[src/rtl/fifo_wr_arb_ctrl.sv]
// Write-domain controller for the dual-clock FIFO.
// Round-robin arbitrates NUM_REQ requesters onto the single RAM write port,
// owns the binary/Gray write pointer, and derives full / almost-full / fill
// count from the read pointer already synchronized into w_clk (Gray coded).
//
// Ports:
//   w_clk, w_rstn      write clock, asynchronous active-low reset
//   req_valid/req_data per-requester request and packed data
//   req_ready          one-hot accept (combinational)
//   wq2_rptr           synchronized Gray read pointer
//   w_en/w_addr/w_data RAM write port (combinational, same-edge write)
//   wptr               registered Gray write pointer toward the read domain
//   w_full/w_afull     registered full / almost-full flags
//   w_count            registered (pessimistic) fill level
//   grant_id           index of the granted requester, valid while w_en=1
//                      (kept 1 bit wide when NUM_REQ=1, and then always 0)
module fifo_wr_arb_ctrl #(
  parameter int unsigned ADDR_WIDTH   = 4,
  parameter int unsigned DATA_WIDTH   = 8,
  parameter int unsigned NUM_REQ      = 4,
  parameter int unsigned AFULL_THRESH = 2,
  localparam int unsigned IDW = (NUM_REQ > 1) ? $clog2(NUM_REQ) : 1
) (
  input  logic                          w_clk,
  input  logic                          w_rstn,
  input  logic [NUM_REQ-1:0]            req_valid,
  input  logic [NUM_REQ*DATA_WIDTH-1:0] req_data,
  output logic [NUM_REQ-1:0]            req_ready,
  input  logic [ADDR_WIDTH:0]           wq2_rptr,
  output logic                          w_en,
  output logic [ADDR_WIDTH-1:0]         w_addr,
  output logic [DATA_WIDTH-1:0]         w_data,
  output logic [ADDR_WIDTH:0]           wptr,
  output logic                          w_full,
  output logic                          w_afull,
  output logic [ADDR_WIDTH:0]           w_count,
  output logic [IDW-1:0]                grant_id
);

  localparam int unsigned PW    = ADDR_WIDTH + 1;
  localparam int unsigned DEPTH = 1 << ADDR_WIDTH;
  localparam int unsigned SW    = IDW + 2;

  logic [PW-1:0]  r_wbin;
  logic [PW-1:0]  r_wptr;
  logic [PW-1:0]  r_count;
  logic           r_full;
  logic           r_afull;
  logic [IDW-1:0] r_last_grant;

  logic [2*NUM_REQ-1:0] w_dbl;
  logic [NUM_REQ-1:0]   w_rot;
  logic [SW-1:0]        w_start;
  logic [SW-1:0]        w_off;
  logic [SW-1:0]        w_sum;
  logic [SW-1:0]        w_idx;
  logic [IDW-1:0]       w_gidx;
  logic                 w_any;

  // Round-robin search: rotate the request vector so last_grant+1 lands at
  // bit 0, take the lowest set bit, then map the offset back modulo NUM_REQ.
  always_comb begin
    w_start = SW'(r_last_grant) + SW'(1);
    w_dbl   = {req_valid, req_valid};
    w_rot   = NUM_REQ'(w_dbl >> w_start);
    w_off   = '0;
    for (int i = NUM_REQ - 1; i >= 0; i--) begin
      if (w_rot[i]) w_off = SW'(i);
    end
    w_sum   = w_start + w_off;
    w_idx   = (w_sum >= SW'(NUM_REQ)) ? (w_sum - SW'(NUM_REQ)) : w_sum;
    w_gidx  = IDW'(w_idx);
    w_any   = (|req_valid) & ~r_full;
  end

  // One-hot ready and data mux from the granted index.
  always_comb begin
    req_ready = '0;
    w_data    = '0;
    for (int i = 0; i < NUM_REQ; i++) begin
      if (w_gidx == IDW'(i)) begin
        w_data = req_data[i*DATA_WIDTH +: DATA_WIDTH];
        if (w_any) req_ready[i] = 1'b1;
      end
    end
  end

  assign w_en     = |(req_valid & req_ready);
  assign grant_id = w_gidx;
  assign w_addr   = r_wbin[ADDR_WIDTH-1:0];

  logic [PW-1:0] w_wbin_next;
  logic [PW-1:0] w_wgray_next;
  logic [PW-1:0] w_rbin;
  logic [PW-1:0] w_diff;
  logic          w_full_next;
  logic          w_afull_next;

  // Next pointer state and flag evaluation against the synchronized read pointer.
  always_comb begin
    w_rbin = '0;
    for (int i = 0; i < PW; i++) begin
      w_rbin[i] = ^(wq2_rptr >> i);
    end
    w_wbin_next  = r_wbin + PW'(w_en);
    w_wgray_next = (w_wbin_next >> 1) ^ w_wbin_next;
    w_diff       = w_wbin_next - w_rbin;
    // Full when the write Gray pointer equals the read one with its two MSBs inverted.
    w_full_next  = (w_wgray_next == {~wq2_rptr[PW-1:PW-2], wq2_rptr[PW-3:0]});
    w_afull_next = (w_diff >= PW'(DEPTH - AFULL_THRESH));
  end

  // Pointer, flag and arbitration-history registers.
  always_ff @(posedge w_clk or negedge w_rstn) begin
    if (!w_rstn) begin
      r_wbin       <= '0;
      r_wptr       <= '0;
      r_count      <= '0;
      r_full       <= 1'b0;
      r_afull      <= 1'b0;
      r_last_grant <= IDW'(NUM_REQ - 1);
    end else begin
      r_wbin  <= w_wbin_next;
      r_wptr  <= w_wgray_next;
      r_count <= w_diff;
      r_full  <= w_full_next;
      r_afull <= w_afull_next;
      if (w_en) r_last_grant <= w_gidx;
    end
  end

  assign wptr    = r_wptr;
  assign w_full  = r_full;
  assign w_afull = r_afull;
  assign w_count = r_count;

endmodule

[config.mk]
export PLATFORM = sky130hd
export DESIGN_NAME = fifo_wr_arb_ctrl
export DESIGN_NICKNAME = d
export VERILOG_FILES = /design/src/rtl/fifo_wr_arb_ctrl.sv
export SDC_FILE = /design/constraint.sdc
export NUM_CORES = 1
export LEC_CHECK = 0
export CORE_MARGIN = 3
export CORE_UTILIZATION = 30
export CTS_CLUSTER_SIZE = 30
export DETAILED_ROUTE_END_ITERATION = 16
export SLEW_MARGIN = 20
export SYNTH_ARGS = -nofsm -noshare
export SYNTH_HDL_FRONTEND = slang
export SYNTH_SLANG_ARGS = --single-unit
[constraint.sdc]
create_clock -name w_clk -period 11.7 [get_ports w_clk]
set_input_delay 2.925 -clock w_clk [delete_from_list [all_inputs] [get_ports w_clk]]
set_output_delay 2.925 -clock w_clk [all_outputs]
set_load 0.02 [all_outputs]
# Yosys cells after proc, flatten, opt, wreduce, memory -nomap -nowiden
# Index checks and enable logic that the tools add are counted.
# classes
shift,1
magnitude_cmp,2
n_reduce_logical,8
n_addsub,5
eq_ne,4
n_bitwise,5
muxes,14
# op_table
cell,count
$mux 8,4
$reduce_xor 5->1,5
$mux 2,5
$reduce_or 4->1,2
$shr 8x3->4,1
$add 5x1->5,1
$eq 5x5->1,1
$ge 5x4->1 const B,1
$mux 1,5
$sub 5x5->5,1
$xor 4x5->5,1
$add 3x2->4,1
$and 4x4->4,1
$eq 2x2->1 const B,2
$ge 4x3->1 const B,1
$add 2x1->3 const B,1
$eq 2x1->1 const B,1
$logic_not 2->1,1
$not 2->2,1
$sub 2x1->2 const B,1
$and 1x1->1,1
$not 1->1,1
# totals
word_cells,45
regBits,19
inputBits,43

# Longest topological paths before layout
# Gate-level depths: netlist (run 1).
# logic_depth
word_depth,16
ltp_mapped,21
ltp_nobuf,20

# Worst setup path before layout (run 1)
# No wires, ideal clock.
# synth_timing
kind,input to output
from,in req_valid[3]
to,out w_data[0]
path_slack_ps,3297
stages,10
arrival_ps,5478
path_buffers,3
path_cell_list,clkbuf_1 -> clkbuf_1 -> nand2_1 -> a21boi_0 -> o22ai_1 -> o21ai_0 -> ha_1 -> inv_1 -> clkbuf_1 -> mux4_1
# synth_between
elab_chain_len,13
elab_cells_between_ends,17
# synth_rtl
item,line_no,rtl
start: declaration,26,"input logic [NUM_REQ-1:0] req_valid,"
$shr 8x3->4 (*),65,w_rot = NUM_REQ'(w_dbl >> w_start);
$mux 2 (3 in a row),68,if (w_rot[i]) w_off = SW'(i);
$mux 2 (*),68,
$add 3x2->4 (*),70,w_sum = w_start + w_off;
$ge 4x3->1 or $sub 2x1->2 (tied branches),71,w_idx = (w_sum >= SW'(NUM_REQ)) ? (w_sum - SW'(NUM_REQ)) : w_sum;
$mux 2 (*),71,
named net grant_id[0],37,output logic [IDW-1:0] grant_id
$logic_not 2->1,81,if (w_gidx == IDW'(i)) begin
$mux 8 (3 in a row),81,
$mux 8 (*),81,
end: declaration,32,"output logic [DATA_WIDTH-1:0] w_data,"
# Mark *: on every way through the listed nets, which the timed path passes. The rest lies on a longest branch.

# Final worst setup path (run 1)
# layout_timing
from,in req_valid[3]
to,out w_data[4]
# layout_between
elab_chain_len,13
elab_cells_between_ends,17
# layout_rtl
item,line_no
$shr 8x3->4 (*),65
$mux 2 (3 in a row),68
$mux 2 (*),68
$add 3x2->4 (*),70
$ge 4x3->1 or $sub 2x1->2 (tied branches),71
$mux 2 (*),71
$logic_not 2->1,81
$mux 8 (3 in a row),81
$mux 8 (*),81
# Every way passes the cells marked *; elsewhere a longest branch is shown, timed or not.

==> results.md, run 1 <==
- Status: finished clean
- Unrepaired setup endpoints after global routing: no
- Synth Cell Area: 0.00161 sq mm
- Max stage delay on crit path: 0.83 ns
- Global-route wire length before repair: 7110 microns
- Total of max-cap violations: 0
- Vias/cell: 4.92
- WL/cell: 14.6 microns
- Met3 Wirelength: 184 microns
- IO Port Bufs: 73
- Critical Path AT: 6.55 ns
- Final Util: 47.4%
- Starting DRT DRC Count: 81
- Inst Count DP: 297
- Post-synth EDFFs: 0
- Antenna fix cells: 0
- Worst path top cell family by delay: buffers and inverters
- Final wirelength: 4390 microns
- Sequence of cells on the critical path: clkdlybuf4s50_1 > nand2b_1 > a21boi_0 > o22ai_1 > o21ai_0 > ha_1 > xor2_2 > nor2_1 > o21a_1 > or3_4 > mux4_1 > clkdlybuf4s50_1
- Final setup violation count: 0
- Avg Cell Area, Syn: 9.92 sq um
- Total GRT Usage: 14.2%
- Worst setup SP type: input pin
- Peak supply drop: 0.000174 V
- DRT Pass-1 Iters: 4
- Max-slew headroom: 47.3%
- Inserted Clock Buffers: 3
- Final Max Tran Viols: 0
- Syn nets: 214
- Final Hold Fails: 0
- Final period util: 81.0%
- Post-Layout Cell Count: 301
- Post-synthesis sequential area ratio: 28.2%
- Final net count: 284
- Most common flop cell mapped by yosys: dfrtp_1
- Metal-1 WL: 1920 microns
- Post-synth top area share: 24.9%
- Worst skew pair latency: 0.26 ns
- Minimum clock period: 9.47 ns
- Routability cong.: 0.815
- H-Tree Depth: 1
- Die Wd: 79.2 microns
- Synth area leader: dfrtp_1
- Drt drc: 0
- Initial antenna violation count: 0
- TNS Setup: 0 ns
- Clock sink count: 18
- Post-synthesis register bit count: 18
- Hold-fix buffer count after cts: 0
- Cell Pwr Density: 390 mW/mm^2
- Kind of critical path: input pin to output pin
- Layout cells sized above 1: 5.19%
- Flop-to-flop setup slack: 7.09 ns
- Most frequent cells in the layout: 73 x clkdlybuf4s50_1, 16 x inv_1, 16 x dfrtp_1
- WP data required: 8.78 ns
- Routed vias: 1480
- Core area: 0.00514 sq mm
- Leak Pwr: 0.993 nW
- Met2 WL: 2210 microns
- I/O pin count: 74
- FMAX: 106 MHz
- Setup Skew: 0.00696 ns
- Worst slew pin tran: 0.789 ns
- # rows: 26
- Synth area leaders: dfrtp_1 25%, mux4_1 13%, ha_1 6.2%
- Post_cts resized: 0
- Mapped Cells: 162
- Syn. warnings: 0
- Hold slack: 0.581 ns
- Setup bufs post-CTS: 0
- Most used cell, CP: clkdlybuf4s50_1
- Post-DP HPWL: 3540 microns
- Pin count of the biggest net entering global routing: 19
- Layout overhead on the synthesized area: 51.8%
- Min-Delay Path Class: flip-flop to flip-flop
- Crit-path slowest cell: clkdlybuf4s50_1
- Initial Util: 31.3%
- Die Y: 79.2 microns
- DRT antenna net count: 0
- Crit path capture type: output pin
- Crit path max fanout: 18
- CP Buf/Inv Count: 2
- TritonCTS clock tree: yes
- Root Buffer Master: clkbuf_8
- Die ar.: 0.00627 sq mm
- Commonest non-fill, non-tap cell in the layout: clkdlybuf4s50_1
- Asr flop ratio synth: 100%
- Vias in the first global route: 1539
- Clock transition at path regs: 0.07 ns
- Top sig layer: met4
- Distinct cells, synth: 49
- Total grt overflow: 0
- Bufs on Longest Clock Path: 2
-- cell usage after synthesis, drive strengths merged, types with 3 or more instances --
master	count
nand3	6
xnor2	11
clkbuf	6
nand2	7
mux2i	3
a31o	3
inv	17
nor2	4
xor2	10
mux4	8
dfrtp	16
nand2b	4
ha	8
or3	6
nor2b	4
a21oi	10
nor3	3
-- worst min-delay path, stage by stage (launching register included) --
cell and delay [ns]:
dfrtp_1 0.37, xor2_1 0.13, inv_1 0.06
-- report_power, final --
part | internal [mW] | switching [mW] | total [mW] | leakage (nW)
registers | 0.108 | 0.0309 | 0.139 | 0.210
logic | 0.366 | 0.395 | 0.761 | 0.754
clock network | 0.0299 | 0.0215 | 0.0514 | 0.0288
-- final timing paths --
kind	startpoint	end	cells past startpoint
max in group asynchronous	w_rstn	w_count[1]	1
min in group asynchronous	w_rstn	wptr[3]	1
setup / recovery	req_valid[3]	w_data[4]	12
setup reg to reg	r_last_grant[1]	w_afull	19
hold / removal	r_wbin[4]	r_wbin[4]	2
hold reg to reg	r_wbin[4]	r_wbin[4]	2
-- through the flow --
| step | instance area [sq um] | total power [mW] | setup slack (ns) |
|---|---|---|---|
| after detailed placement | 2380 | 0.903 | 2.24 |
| after global placement | 2380 | 0.903 | 2.32 |
| after floorplan | 1610 | 0.647 | 3.30 |
| after CTS | 2440 | 0.963 | 2.22 |
| after global routing | 2440 | 1.03 | 1.93 |
| final | 2440 | 0.951 | 2.23 |
-- cell families after synthesis --
| logic type | Yosys count | synth area share (%) |
|---|---|---|
| AO/OA/AOI/OAI | 35 | 15.8 |
| XOR/XNOR | 21 | 11.9 |
| adder cells (fa/ha/maj) | 9 | 7.48 |
| buffers and inverters | 25 | 6.54 |
| flip-flops | 18 | 28.2 |
| multiplexers | 11 | 15.0 |
| AND/OR/NAND/NOR | 43 | 15.1 |
-- sequential cells by signal, indices dropped and copies added, names as in the netlist --
name and flops:
w_full 1, r_wbin 5, r_last_grant 2, w_afull 1
w_count 5, wptr 4
-- area by class of cell --
type,count,area (sq um)
repair buffers,73,731
multi-input cells,119,1050
clock buffers,4,55.1
inverters,17,63.8
well taps,70,87.6
flip-flops and latches,18,453
fillers,531,2700
-- per-layer routing --
metal	up-vias	global-route usage, %
met4	0	5.50
met2	50	23.4
met5	-	0
li1	729	-
met1	694	18.9
met3	7	1.81
No activity file was read; power rests on OpenSTA's default activity.
==> inputs of run 2 (changes only) <==
- clock period: 11.7 -> 9.05 ns (I/O delays scaled with it)
==> results.md, run 2 (same netlist as run 1, synthesis figures left out) <==
- Setup Skew: 0.00510 ns (-0.00185 ns)
- Post_cts resized: 0 (unchanged)
- Most frequent cells in the layout: 73 x clkdlybuf4s50_1, 16 x inv_1, 16 x dfrtp_1
- Final net count: 285 (+0.35%)
- Worst setup SP type: input pin
- Vias in the first global route: 1499 (-2.6%)
- Total grt overflow: 0 (unchanged)
- Crit-path slowest cell: clkdlybuf4s50_1
- Layout cells sized above 1: 5.60% (+0.41 points)
- Post-DP HPWL: 3480 microns (-1.7%)
- Status: finished clean
- Most used cell, CP: clkdlybuf4s50_1
- Global-route wire length before repair: 7020 microns (-1.3%)
- Unrepaired setup endpoints after global routing: no
- Worst skew pair latency: 0.26 ns (about the same)
- Total of max-cap violations: 0 (unchanged)
- Antenna fix cells: 0 (unchanged)
- Layout overhead on the synthesized area: 52.3%
- Max-slew headroom: 47.4% (+0.15 points)
- Inserted Clock Buffers: 3 (unchanged)
- Max stage delay on crit path: 0.64 ns (-0.19 ns)
- Commonest non-fill, non-tap cell in the layout: clkdlybuf4s50_1
- Peak supply drop: 0.000283 V (+63%)
- DRT antenna net count: 0 (unchanged)
- Kind of critical path: input pin to output pin
- Die Y: 79.2 microns (unchanged)
- Initial Util: 31.3% (unchanged)
- Sequence of cells on the critical path: clkdlybuf4s50_1 > nand2b_1 > a21boi_0 > o22ai_1 > o21ai_0 > ha_1 > xor2_2 > nor2_1 > o21a_1 > or3_4 > mux4_1 > clkdlybuf4s50_1
- Final Hold Fails: 0 (unchanged)
- Final period util: 88.4%
- Clock transition at path regs: 0.07 ns (about the same)
- Routability cong.: 0.871 (+6.9%)
- Initial antenna violation count: 0 (unchanged)
- CP Buf/Inv Count: 2 (unchanged)
- Critical Path AT: 5.74 ns (-0.81 ns)
- Final setup violation count: 0 (unchanged)
- Fin area: 0.00245 sq mm (+0.31%)
- Pin count of the biggest net entering global routing: 19 (unchanged)
- Drt drc: 0 (unchanged)
- Worst path top cell family by delay: buffers and inverters
- Setup bufs post-CTS: 0 (unchanged)
- Crit path max fanout: 13 (-5)
- Die ar.: 0.00627 sq mm (unchanged)
- IO Port Bufs: 73 (unchanged)
- Hold-fix buffer count after cts: 0 (unchanged)
- Core area: 0.00514 sq mm (unchanged)
- Routed vias: 1472 (-0.54%)
- H-Tree Depth: 1 (unchanged)
- Bufs on Longest Clock Path: 2 (unchanged)
- Worst slew pin tran: 0.786 ns (-0.00223 ns)
- Clock sink count: 18 (unchanged)
- Leak Pwr: 0.998 nW (+0.48%)
- Minimum clock period: 8.00 ns
- Tot Pwr: 1.23 mW (+30%)
- Starting DRT DRC Count: 71 (-12%)
- I/O pin count: 74 (unchanged)
- TNS Setup: 0 ns (unchanged)
- Cell Pwr Density: 504 mW/mm^2 (+29%)
- Crit path capture type: output pin
- Die Wd: 79.2 microns (unchanged)
- Placement Cell Area: 0.00239 sq mm (+0.31%)
- Min-Delay Path Class: flip-flop to flip-flop
- DRT Pass-1 Iters: 4 (unchanged)
- # rows: 26 (unchanged)
- WL/cell: 14.4 microns (-1.7%)
- Filler cells: 508 (-4.3%)
- Root Buffer Master: clkbuf_8
- TritonCTS clock tree: yes
- Total GRT Usage: 13.9% (-0.25 points)
- Final wirelength: 4340 microns (-1.3%)
- Final Max Tran Viols: 0 (unchanged)
- FMAX: 125 MHz
- WP data required: 6.79 ns (-1.99 ns)
- Vias/cell: 4.87 (-0.87%)
run 2: where the power goes:
group | leakage, nW | total (mW) | switching, mW | internal [mW]
clock | 0.0288 | 0.0665 | 0.0278 | 0.0387
sequential | 0.210 | 0.179 | 0.0392 | 0.139
combinational | 0.759 | 0.988 | 0.515 | 0.473
run 2: final timing paths:
kind	startpoint	end	slack [ns]	cells after the start
min in group asynchronous	w_rstn	r_wbin[3]	2.46	1
worst min-delay path	r_wbin[4]	r_wbin[4]	0.58	2
max in group asynchronous	w_rstn	r_wbin[0]	6.10	1
worst min register to register	r_wbin[4]	r_wbin[4]	0.58	2
worst max register to register	r_last_grant[1]	w_afull	4.42	19
worst max-delay path	req_valid[0]	w_data[0]	1.05	12
run 2: layout make-up:
class                   instances  area [sq um]  area share [%]
repair buffers                 74           738            30.2
inverters                      17          63.8            2.61
multi-input cells             119          1050            42.9
clock buffers                   4          55.1            2.25
well taps                      70          87.6            3.58
flip-flops and latches         18           453            18.5
run 2: layer usage:
layer  track usage, %  up-vias  wire length [microns]
met5                0        -                      0
met4             4.64        0                     66
met3             2.04        7                    192
met2             23.1       48                   2230
met1             18.6      687                   1840
li1                 -      730                      -
run 2: worst register-to-register path, stage by stage, from the launching register on:
cell and delay, ns:
dfstp_2 0.71, inv_2 0.10, a21oi_1 0.19, a21oi_1 0.06, o211ai_1 0.15, o21ai_0 0.11
ha_1 0.37, inv_1 0.25, nor3_1 0.45, nand3_1 0.16, nand3_1 0.17, ha_1 0.23
ha_1 0.21, xnor2_1 0.21, inv_1 0.15, ha_1 0.36, a21o_1 0.17, a21oi_1 0.16
xnor2_1 0.10, a31o_1 0.20
run 2: stage by stage:
step	util, %	worst slack [ns]	cells	hold WS [ns]
floorplan	-	1.97	162	0.673
global placement	46.5	1.09	298	0.577
detailed placement	46.5	1.08	298	0.563
CTS	47.6	1.06	302	0.588
global route	47.6	0.847	302	0.634
finish	47.6	1.05	302	0.580
